File: src/rtl/nemu_dbg_pkg.sv
// Shared definitions for the NEMU debug capture bus: tag values, sequencer
// states and the helper that recognises a tag the sink understands.
package nemu_dbg_pkg;

    localparam int DBG_TAG_MSB = 29;
    localparam int DBG_TAG_W   = 8;

    localparam logic [DBG_TAG_W-1:0] TAG_CNT = 8'hA0;
    localparam logic [DBG_TAG_W-1:0] TAG_EIP = 8'hA1;
    localparam logic [DBG_TAG_W-1:0] TAG_BIN = 8'hA2;
    localparam logic [DBG_TAG_W-1:0] TAG_STR = 8'hA3;

    typedef enum logic [2:0] {
        ST_IDLE = 3'd0,
        ST_CNT  = 3'd1,
        ST_EIP  = 3'd2,
        ST_BIN  = 3'd3,
        ST_STR  = 3'd4
    } seq_state_e;

    function automatic logic is_dbg_tag(input logic [DBG_TAG_W-1:0] tag);
        return (tag == TAG_CNT) || (tag == TAG_EIP) || (tag == TAG_BIN) || (tag == TAG_STR);
    endfunction

endpackage

File: src/rtl/nemu_trace_sequencer_if.sv
// Request/grant handshakes of the two requesters plus the debug capture bus
// the sequencer drives. The sequencer is the slave side.
interface nemu_trace_sequencer_if #(
    parameter int BIN_BYTES = 10,
    parameter int STR_BYTES = 32
);
    logic                   cpu_valid;
    logic [29:0]            cpu_addr;
    logic [31:0]            cpu_data;
    logic                   cpu_ready;
    logic                   trc_valid;
    logic [31:0]            trc_counter;
    logic [31:0]            trc_eip;
    logic [8*BIN_BYTES-1:0] trc_bin;
    logic [8*STR_BYTES-1:0] trc_str;
    logic [5:0]             trc_str_len;
    logic                   trc_ready;
    logic [29:0]            dbg_addr;
    logic [31:0]            dbg_data;
    logic                   dbg_we;
    logic                   busy;
    logic                   drop;

    modport master (
        output cpu_valid, cpu_addr, cpu_data,
        output trc_valid, trc_counter, trc_eip, trc_bin, trc_str, trc_str_len,
        input  cpu_ready, trc_ready, dbg_addr, dbg_data, dbg_we, busy, drop
    );

    modport slave (
        input  cpu_valid, cpu_addr, cpu_data,
        input  trc_valid, trc_counter, trc_eip, trc_bin, trc_str, trc_str_len,
        output cpu_ready, trc_ready, dbg_addr, dbg_data, dbg_we, busy, drop
    );

endinterface

File: src/rtl/nemu_rr_arb2.sv
// Two-way round-robin arbiter between CPU stores and trace records; hold_i
// blocks all grants while a record burst owns the bus.
module nemu_rr_arb2 (
    input  logic clk,
    input  logic rst_n,
    input  logic hold_i,
    input  logic req_cpu_i,
    input  logic req_trc_i,
    output logic gnt_cpu_o,
    output logic gnt_trc_o
);

    logic last_trc_q;
    logic last_trc_d;

    // Grant selection: a lone request wins, a tie goes against the last winner
    always_comb begin
        gnt_cpu_o = 1'b0;
        gnt_trc_o = 1'b0;
        if (!rst_n || hold_i) begin
            gnt_cpu_o = 1'b0;
            gnt_trc_o = 1'b0;
        end else if (req_cpu_i && req_trc_i) begin
            gnt_cpu_o = last_trc_q;
            gnt_trc_o = !last_trc_q;
        end else begin
            gnt_cpu_o = req_cpu_i;
            gnt_trc_o = req_trc_i;
        end
    end

    // Remember who won the latest grant
    always_comb begin
        last_trc_d = last_trc_q;
        if (gnt_cpu_o || gnt_trc_o) begin
            last_trc_d = gnt_trc_o;
        end else begin
            last_trc_d = last_trc_q;
        end
    end

    // Round-robin history register; the trace side counts as last winner after reset
    always_ff @(posedge clk or negedge rst_n) begin
        if (!rst_n) begin
            last_trc_q <= 1'b1;
        end else begin
            last_trc_q <= last_trc_d;
        end
    end

endmodule

File: src/rtl/nemu_trace_sequencer.sv
// Arbitrates CPU debug stores against trace records and serialises each record
// into the tagged A0/A1/A2/A3 write burst; parks the bus on A1/last-eip when idle.
module nemu_trace_sequencer
    import nemu_dbg_pkg::*;
#(
    parameter int         BIN_BYTES = 10,
    parameter int         STR_BYTES = 32,
    parameter logic [7:0] PARK_TAG  = 8'hA1
) (
    input  logic                   clk,
    input  logic                   rst_n,
    nemu_trace_sequencer_if.slave  bus
);

    localparam logic [5:0] BIN_LAST = 6'(BIN_BYTES - 1);
    localparam logic [5:0] STR_MAX  = 6'(STR_BYTES);
    localparam int         BIN_OW   = $clog2(8 * BIN_BYTES);
    localparam int         STR_OW   = $clog2(8 * STR_BYTES);

    seq_state_e             state_q, state_d;
    logic [5:0]             idx_q, idx_d;
    logic [5:0]             len_q, len_d;
    logic [31:0]            cnt_q, cnt_d;
    logic [31:0]            eip_q, eip_d;
    logic [31:0]            shadow_q, shadow_d;
    logic [8*BIN_BYTES-1:0] bin_q, bin_d;
    logic [8*STR_BYTES-1:0] str_q, str_d;
    logic [29:0]            addr_q, addr_d;
    logic [31:0]            data_q, data_d;
    logic                   we_q, we_d;
    logic                   busy_q, busy_d;
    logic                   drop_q, drop_d;

    logic                   accept_s;
    logic                   gnt_cpu_s;
    logic                   gnt_trc_s;
    logic                   cpu_tag_ok_s;
    logic [BIN_OW-1:0]      bin_off_s;
    logic [STR_OW-1:0]      str_off_s;

    assign cpu_tag_ok_s = is_dbg_tag(bus.cpu_addr[DBG_TAG_MSB -: DBG_TAG_W]);

    // Accept points: idle, or the cycle that shows the last byte of a burst
    always_comb begin
        accept_s = 1'b0;
        case (state_q)
            ST_IDLE: accept_s = 1'b1;
            ST_BIN:  accept_s = (idx_q == BIN_LAST) && (len_q == 6'd0);
            ST_STR:  accept_s = (idx_q == (len_q - 6'd1));
            default: accept_s = 1'b0;
        endcase
    end

    nemu_rr_arb2 u_arb (
        .clk       (clk),
        .rst_n     (rst_n),
        .hold_i    (!accept_s),
        .req_cpu_i (bus.cpu_valid),
        .req_trc_i (bus.trc_valid),
        .gnt_cpu_o (gnt_cpu_s),
        .gnt_trc_o (gnt_trc_s)
    );

    assign bus.cpu_ready = gnt_cpu_s;
    assign bus.trc_ready = gnt_trc_s;

    // Next state; state and idx always describe the beat currently on the bus
    always_comb begin
        state_d = state_q;
        idx_d   = idx_q;
        case (state_q)
            ST_IDLE: begin
                if (gnt_trc_s) state_d = ST_CNT;
                else           state_d = ST_IDLE;
            end
            ST_CNT:  state_d = ST_EIP;
            ST_EIP: begin
                state_d = ST_BIN;
                idx_d   = 6'd0;
            end
            ST_BIN: begin
                if (idx_q != BIN_LAST) begin
                    idx_d = idx_q + 6'd1;
                end else if (len_q != 6'd0) begin
                    state_d = ST_STR;
                    idx_d   = 6'd0;
                end else if (gnt_trc_s) begin
                    state_d = ST_CNT;
                end else begin
                    state_d = ST_IDLE;
                end
            end
            ST_STR: begin
                if (!accept_s)      idx_d   = idx_q + 6'd1;
                else if (gnt_trc_s) state_d = ST_CNT;
                else                state_d = ST_IDLE;
            end
            default: state_d = ST_IDLE;
        endcase
    end

    // Record capture on grant; the string length is clamped here once
    always_comb begin
        cnt_d = cnt_q;
        eip_d = eip_q;
        bin_d = bin_q;
        str_d = str_q;
        len_d = len_q;
        if (gnt_trc_s) begin
            cnt_d = bus.trc_counter;
            eip_d = bus.trc_eip;
            bin_d = bus.trc_bin;
            str_d = bus.trc_str;
            len_d = (bus.trc_str_len > STR_MAX) ? STR_MAX : bus.trc_str_len;
        end else begin
            len_d = len_q;
        end
    end

    // Output comb: the beat to register for the next cycle, park by default
    always_comb begin
        bin_off_s = BIN_OW'({idx_d, 3'b000});
        str_off_s = STR_OW'({idx_d, 3'b000});
        addr_d    = {PARK_TAG, 22'd0};
        data_d    = shadow_q;
        we_d      = 1'b0;
        drop_d    = 1'b0;
        shadow_d  = shadow_q;
        busy_d    = (state_d != ST_IDLE);
        case (state_d)
            ST_CNT: begin
                addr_d = {TAG_CNT, 22'd0};
                data_d = cnt_d;
                we_d   = 1'b1;
            end
            ST_EIP: begin
                addr_d   = {TAG_EIP, 22'd0};
                data_d   = eip_d;
                we_d     = 1'b1;
                shadow_d = eip_d;
            end
            ST_BIN: begin
                addr_d = {TAG_BIN, 22'd0};
                data_d = {24'd0, bin_d[bin_off_s +: 8]};
                we_d   = 1'b1;
            end
            ST_STR: begin
                addr_d = {TAG_STR, 22'd0};
                data_d = {24'd0, str_d[str_off_s +: 8]};
                we_d   = 1'b1;
            end
            ST_IDLE: begin
                if (gnt_cpu_s && cpu_tag_ok_s) begin
                    addr_d = bus.cpu_addr;
                    data_d = bus.cpu_data;
                    we_d   = 1'b1;
                    if (bus.cpu_addr[DBG_TAG_MSB -: DBG_TAG_W] == TAG_EIP) shadow_d = bus.cpu_data;
                    else                                                   shadow_d = shadow_q;
                end else begin
                    drop_d = gnt_cpu_s;
                end
            end
            default: begin
                addr_d = {PARK_TAG, 22'd0};
            end
        endcase
    end

    // State register
    always_ff @(posedge clk or negedge rst_n) begin
        if (!rst_n) begin
            state_q <= ST_IDLE;
            idx_q   <= 6'd0;
        end else begin
            state_q <= state_d;
            idx_q   <= idx_d;
        end
    end

    // Record latch and registered bus outputs
    always_ff @(posedge clk or negedge rst_n) begin
        if (!rst_n) begin
            len_q    <= 6'd0;
            cnt_q    <= 32'd0;
            eip_q    <= 32'd0;
            bin_q    <= '0;
            str_q    <= '0;
            shadow_q <= 32'd0;
            addr_q   <= {PARK_TAG, 22'd0};
            data_q   <= 32'd0;
            we_q     <= 1'b0;
            busy_q   <= 1'b0;
            drop_q   <= 1'b0;
        end else begin
            len_q    <= len_d;
            cnt_q    <= cnt_d;
            eip_q    <= eip_d;
            bin_q    <= bin_d;
            str_q    <= str_d;
            shadow_q <= shadow_d;
            addr_q   <= addr_d;
            data_q   <= data_d;
            we_q     <= we_d;
            busy_q   <= busy_d;
            drop_q   <= drop_d;
        end
    end

    assign bus.dbg_addr = addr_q;
    assign bus.dbg_data = data_q;
    assign bus.dbg_we   = we_q;
    assign bus.busy     = busy_q;
    assign bus.drop     = drop_q;

endmodule

File: src/flat_wrapper.sv
// flat-port wrapper written by rule: the top's interface ports become plain ports
module nemu_trace_sequencer_flat import nemu_dbg_pkg::*;
#(
    parameter int         BIN_BYTES = 10,
    parameter int         STR_BYTES = 32,
    parameter logic [7:0] PARK_TAG  = 8'hA1
)
  (clk, rst_n, bus_cpu_valid, bus_cpu_addr, bus_cpu_data, bus_trc_valid, bus_trc_counter, bus_trc_eip, bus_trc_bin, bus_trc_str, bus_trc_str_len, bus_cpu_ready, bus_trc_ready, bus_dbg_addr, bus_dbg_data, bus_dbg_we, bus_busy, bus_drop);
  nemu_trace_sequencer_if #(.BIN_BYTES(BIN_BYTES), .STR_BYTES(STR_BYTES)) bus_i ();
  input  logic clk;
  input  logic rst_n;
  input wire logic [$bits(bus_i.cpu_valid)-1:0] bus_cpu_valid;
  input wire logic [$bits(bus_i.cpu_addr)-1:0] bus_cpu_addr;
  input wire logic [$bits(bus_i.cpu_data)-1:0] bus_cpu_data;
  input wire logic [$bits(bus_i.trc_valid)-1:0] bus_trc_valid;
  input wire logic [$bits(bus_i.trc_counter)-1:0] bus_trc_counter;
  input wire logic [$bits(bus_i.trc_eip)-1:0] bus_trc_eip;
  input wire logic [$bits(bus_i.trc_bin)-1:0] bus_trc_bin;
  input wire logic [$bits(bus_i.trc_str)-1:0] bus_trc_str;
  input wire logic [$bits(bus_i.trc_str_len)-1:0] bus_trc_str_len;
  output wire logic [$bits(bus_i.cpu_ready)-1:0] bus_cpu_ready;
  output wire logic [$bits(bus_i.trc_ready)-1:0] bus_trc_ready;
  output wire logic [$bits(bus_i.dbg_addr)-1:0] bus_dbg_addr;
  output wire logic [$bits(bus_i.dbg_data)-1:0] bus_dbg_data;
  output wire logic [$bits(bus_i.dbg_we)-1:0] bus_dbg_we;
  output wire logic [$bits(bus_i.busy)-1:0] bus_busy;
  output wire logic [$bits(bus_i.drop)-1:0] bus_drop;
  assign bus_i.cpu_valid = bus_cpu_valid;
  assign bus_i.cpu_addr = bus_cpu_addr;
  assign bus_i.cpu_data = bus_cpu_data;
  assign bus_i.trc_valid = bus_trc_valid;
  assign bus_i.trc_counter = bus_trc_counter;
  assign bus_i.trc_eip = bus_trc_eip;
  assign bus_i.trc_bin = bus_trc_bin;
  assign bus_i.trc_str = bus_trc_str;
  assign bus_i.trc_str_len = bus_trc_str_len;
  assign bus_cpu_ready = bus_i.cpu_ready;
  assign bus_trc_ready = bus_i.trc_ready;
  assign bus_dbg_addr = bus_i.dbg_addr;
  assign bus_dbg_data = bus_i.dbg_data;
  assign bus_dbg_we = bus_i.dbg_we;
  assign bus_busy = bus_i.busy;
  assign bus_drop = bus_i.drop;
  nemu_trace_sequencer #(.BIN_BYTES(BIN_BYTES), .STR_BYTES(STR_BYTES), .PARK_TAG(PARK_TAG)) u_core (.clk(clk), .rst_n(rst_n), .bus(bus_i));
endmodule
File: config.mk
export PLATFORM = sky130hd
export DESIGN_NAME = nemu_trace_sequencer_flat
export DESIGN_NICKNAME = d
export VERILOG_FILES = /design/src/rtl/nemu_dbg_pkg.sv /design/src/rtl/nemu_trace_sequencer_if.sv /design/src/rtl/nemu_rr_arb2.sv /design/src/rtl/nemu_trace_sequencer.sv /design/src/flat_wrapper.sv
export SDC_FILE = /design/constraint.sdc
export NUM_CORES = 1
export LEC_CHECK = 0
export ABC_AREA = 1
export ABC_CLOCK_PERIOD_IN_PS = 3750
export CAP_MARGIN = 20
export CORE_MARGIN = 1.5
export CORE_UTILIZATION = 45
export DETAILED_ROUTE_END_ITERATION = 7
export DONT_BUFFER_PORTS = 1
export HOLD_SLACK_MARGIN = 0.12
export SLEW_MARGIN = 20
export SYNTH_ARGS = -nofsm -noshare
export SYNTH_HDL_FRONTEND = slang
export SYNTH_SLANG_ARGS = --single-unit
File: constraint.sdc
create_clock -name clk -period 3.75 [get_ports clk]
set_input_delay 0.75 -clock clk [delete_from_list [all_inputs] [get_ports clk]]
set_output_delay 0.75 -clock clk [all_outputs]
set_load 0.005 [all_outputs]
# After elaboration in Yosys (flattened, before gate mapping)

Cells that the tools add are included.

Input port bits: 472
Bits in registers: 513
Logic and storage cells: 90

Equal/unequal tests: 19
$lt $le $gt $ge: 1
Reduce and logical (&&, ||, !) cells: 21
Muxes and demuxes: 30
$add $sub $neg: 2
Shift-type cells: 2

Operator list:

| kind                  | count |
|---|---|
| $mux W256             | 1 |
| $shiftx A256 B9 Y8    | 1 |
| $mux W32              | 5 |
| $pmux W32 S5          | 1 |
| $pmux W30 S4          | 1 |
| $mux W80              | 1 |
| $shiftx A80 B8 Y8     | 1 |
| $pmux W32 S2          | 1 |
| $eq A8 B8 Y1 const B  | 4 |
| $mux W30              | 1 |
| $mux W6               | 4 |
| $pmux W6 S3           | 1 |
| $pmux W3 S5           | 1 |
| $eq A3 B2 Y1 const B  | 4 |
| $mux W3               | 3 |
| $mux W1               | 8 |
| $add A6 B1 Y6 const B | 1 |
| $eq A3 B1 Y1 const B  | 2 |
| $eq A3 B3 Y1 const B  | 2 |
| $eq A6 B4 Y1 const B  | 1 |
| $eq A6 B6 Y1          | 1 |
| $gt A6 B6 Y1 const B  | 1 |
| $logic_not A3 Y1      | 2 |
| $logic_not A6 Y1      | 1 |
| 15 further kinds      | 26 |

# Logic depth before layout (Yosys ltp)

Word-level depth: 13
Mapped depth: 27

# Modules after synthesis

Synthesis repeated with hierarchy kept, for this count alone.

Cells, all modules: 3175
Area total of the unflattened synthesis: 24008.0 sq um

Modules (own cells, without submodules):

| module               | cells an instance | area an instance (sq um) | times used |
|---|---|---|---|
| nemu_trace_sequencer | 3165              | 23934.2                  | 1 |
| nemu_rr_arb2         | 10                | 73.8                     | 1 |

# Worst setup path after synthesis

Ideal clock, no wire load.

Kind: register -> output
From: register u_core.len_q[0]
To: output port bus_trc_ready
Arrival time: 2.289 ns
Required time: 3.000 ns
Stages on the path, launching flop included: 13
Setup slack: 0.711 ns
Cell sequence: dfrtp_1 inv_1 ha_1 nand3_1 nor3_1 nand3_2 nand3_2 nand3_2 inv_2 buf_2 buf_2 buf_2 buf_2

Word-level cells in the longest chain between the ends: 6
Elaborated cells on any way between the ends: 8
Classes of those cells: 1 x add/sub; 1 x eq/ne; 2 x mux; 4 x reduce/logical

RTL lines:

| element                                             | RTL line                                               | text |
|---|---|---|
| from (decl)                                         | nemu_trace_sequencer.sv:22                             | `logic [5:0] len_q, len_d;` |
| from (signal assigned)                              | nemu_trace_sequencer.sv:195                            | `len_q <= len_d;` |
| $sub A6 B1 Y6 or $logic_not A6 Y1 (tied branches)   | nemu_trace_sequencer.sv:49, nemu_trace_sequencer.sv:48 |  |
| $eq A6 B6 Y1 or $logic_and A1 B1 Y1 (tied branches) | nemu_trace_sequencer.sv:49, nemu_trace_sequencer.sv:48 |  |
| $pmux W1 S3 (*)                                     | nemu_trace_sequencer.sv:46                             | `case (state_q)` |
| $logic_not A1 Y1 (*)                                | nemu_trace_sequencer.sv:57                             | `.hold_i (!accept_s),` |
| $logic_or A1 B1 Y1 (*)                              | nemu_rr_arb2.sv:20                                     | `if (!rst_n \|\| hold_i) begin` |
| $mux W1 (*)                                         | nemu_rr_arb2.sv:20                                     |  |
| to (decl)                                           | flat_wrapper.sv:22                                     | `output wire logic [$bits(bus_i.trc_ready)-1:0] bus_trc_ready;` |

Every way passes the cells marked *; elsewhere a longest branch is shown, timed or not.

# Worst setup path in the final report

Ends and elaborated chain as after synthesis.

==> run metrics <==
largest net degree at the start of global routing=496; most frequent cells in the layout=nand2_1 (1483), dfrtp_1 (477), nand3_1 (267); crit end category=primary output; worst r2r path cells=23; Final GP Congestion=just over 0.9; first drt pass iteration count=5; die extent in x=between 200 and 250 µm; Rows=82; CP dominant cell by count=inv_1; CP Max Fanout=28; vias in the first global route=19300; total global-route track usage=approximately 29%; drc violations=0; most common cell after layout, fill and taps aside=nand2_1; sequential area share after synthesis=a little over half; post-synthesis cell count=slightly above 3000; final slew viol count=0; Post-synth EDFFs=0; fin cells=around 3700; 1st-iter DRT viols=roughly 1700; Tcrit/Tclk final=between 90% and 100%; Port Buffer Count=0; Vias=19600; worst skew pair latency=between 0.6 and 0.7 ns; max cap viols=0; Worst setup SP type=flip-flop; M1 wire length=between 30 and 40 mm; RSZ-0062 raised after global routing=yes; Critical Path Source=u_core.len_q[0]; post-synth top area share=between 50% and 60%; Hold Slack=-0.163 ns; Max stage delay on crit path=~0.38 ns; first-pass GRT wire length=~120 mm; Main synth FF type=dfrtp_1; min-delay worst type=in2async; synthesized area=23100 µm²; cell accounting for the most synthesized area=dfrtp_1; Clk Tree Root Cell=clkbuf_16; clock skew=slightly below 0.03 ns; Slew @ Worst Pin=between 1 and 1.5 ns; reg2reg end=u_core.bus.dbg_data[2]; Post-Syn Area per Cell=7.62 µm²; Power Density=418 nW/µm²; # setup viols final=0; Final Power=approximately 11 mW; Top Metal Used=met5; Setup Crit Path Kind=reg2out; HPWL after DPL=53.8 mm; worst r2r src=u_core.len_q[0]; met3 WL=approximately 5.5 mm; peak supply drop=roughly 0.00045 V; effective utilization at floorplan=a little under half; slowest CP cell=dfrtp_1; Ys Warns=0; area growth from synthesis to layout=11.5%; TNS Setup=0 ns; wire per inst=~21 µm; initial antenna violation count=10; Placed Cells incl. Taps=roughly 3600; Total Die Area=approximately 53000 µm²; H-tree levels=2; via density per instance=roughly 5.3; Async S/R FF share, synth=100%; Total Wirelength=~78 mm; Lkg Pwr=14.3 nW; min Tclk post-route=3.65 ns; share of post-route cells with drive strength above 1=7.53%; Req. time, crit path=3.00 ns; Clock Sinks=481; Die Ht=approximately 230 µm; Cell variety after synth=43; Rel. slew slack=21.1%; critical path arrival=about 2.9 ns; top post-synthesis cells by area=dfrtp_1 (52%), nand2_1 (24%), nand3_1 (5.8%); crit-path cells=inv_1, ha_1, nand3_1, inv_1, nand2_1, nand2_1, inv_1, nor2_2, nand2_2, nand3_4, nand3_4, inv_16, buf_6; io pins=539; Antenna Violating Nets Remaining=0; total global routing overflow=0; failing checks=negative hold slack; status=complete, but fails checks; Hold Fails Final Rpt=about 140; CTS tree=done; Peak Freq=around 270 MHz; Clock Path Buffers=3; reg-to-reg setup timing slack=about 0.17 ns; post-layout net count=3443; clock slew at reported path FFs=roughly 0.06 ns; clock buffer count from CTS=53; Core Area=50400 µm²; wire length on met2=37.4 mm; synthesis-stage register bit count=about 480
-- cells by family (layout without fill, tap and decap cells) --
family          Yosys count  count (layout)  synth area share, %
compound gates          245             245                 6.60
flops                   481             481                 52.2
simple gates           1886            1887                 32.9
buf+inv                 400             383                 7.74
fa+ha+maj                 3               3                0.163
mux                       3               3                0.130
xor+xnor                  5               5                0.190
other cells               2              11               0.0326
-- metal layers --
layer | up-vias | track usage, %
met5 | - | 0
li1 | 9336 | -
met4 | 8 | 9.77
met1 | 9384 | 38.8
met3 | 123 | 6.08
met2 | 729 | 47.0
-- power by group --
part / switching [mW] / internal (mW)
Sequential: 0.00162 / 5.19
Combinational: 0.0242 / 0.0104
Clock: 2.23 / 3.29
-- worst max-delay path: cells and delay by family, from the launching register on --
family	cells	cell delay (ns)
flops	1	0.38
buf+inv	5	0.80
fa+ha+maj	1	0.24
simple gates	7	0.83
-- area by class of cell --
| type | count | area (µm²) |
|---|---|---|
| clock inverters | 21 | 223 |
| clock buffers | 79 | 1640 |
| multi-input cells | 2149 | 9360 |
| inverters | 221 | 850 |
| repair buffers | 61 | 734 |
| flip-flops and latches | 481 | 12000 |
| diodes | 5 | 12.5 |
| repair inverters | 1 | 8.76 |
| fillers | 4979 | 24700 |
| well taps | 672 | 841 |
-- Yosys cell counts (all sizes together) (3+ instances only) --
| master | number |
|---|---|
| a21oi | 32 |
| a31oi | 10 |
| buf | 129 |
| clkbuf | 50 |
| dfrtp | 477 |
| dfstp | 4 |
| ha | 3 |
| inv | 219 |
| mux2i | 3 |
| nand2 | 1489 |
| nand3 | 271 |
| nand4 | 14 |
| nor2 | 75 |
| nor3 | 4 |
| o2111ai | 31 |
| o211ai | 8 |
| o21a | 43 |
| o21ai | 114 |
| or2 | 31 |
| xor2 | 3 |
-- state kept, by name, summed over array words and instances, names as in the netlist, 6 cells and up --
signal	flops
u_core.shadow_q	32
u_core.idx_q	6
u_core.bus.dbg_data	32
u_core.str_q	256
u_core.bin_q	80
u_core.bus.dbg_addr	30
u_core.eip_q	32
u_core.len_q	6
-- worst max-delay path by stage --
stage | endpoint | slack (ns) | depth (start not counted)
2_1_floorplan | bus_trc_ready | 0.71 | 12
3_3_place_gp | u_core.bus.dbg_data[1] | -0.02 | 23
3_5_place_dp | u_core.bus.dbg_data[1] | -0.06 | 19
4_1_cts | u_core.bus.dbg_data[6] | 0.06 | 17
5_1_grt | u_core.bus.dbg_data[6] | -0.1 | 22
6_report | bus_trc_ready | 0.10 | 13
-- stage by stage --
step	setup WS [ns]	instance area, µm²	utilization, %
floorplan	0.711	23100	-
global placement	-0.0205	23600	46.9
detailed placement	-0.0611	23600	46.9
CTS	0.0609	25500	50.7
global route	-0.0977	25700	51.0
finish	0.102	25700	51.0
-- what timing repair did --
| action | CTS | global route |
|---|---|---|
| setup endpoints to repair | 4 | 37 |
| buffers inserted | 4 | 2 |
| resized for setup | 3 | 16 |
| cloned | 1 | 4 |
| pin swaps | 1 | 3 |
| endpoints found under the hold margin | 479 | 477 |
Note: power is estimated with default switching activity, not from simulation.
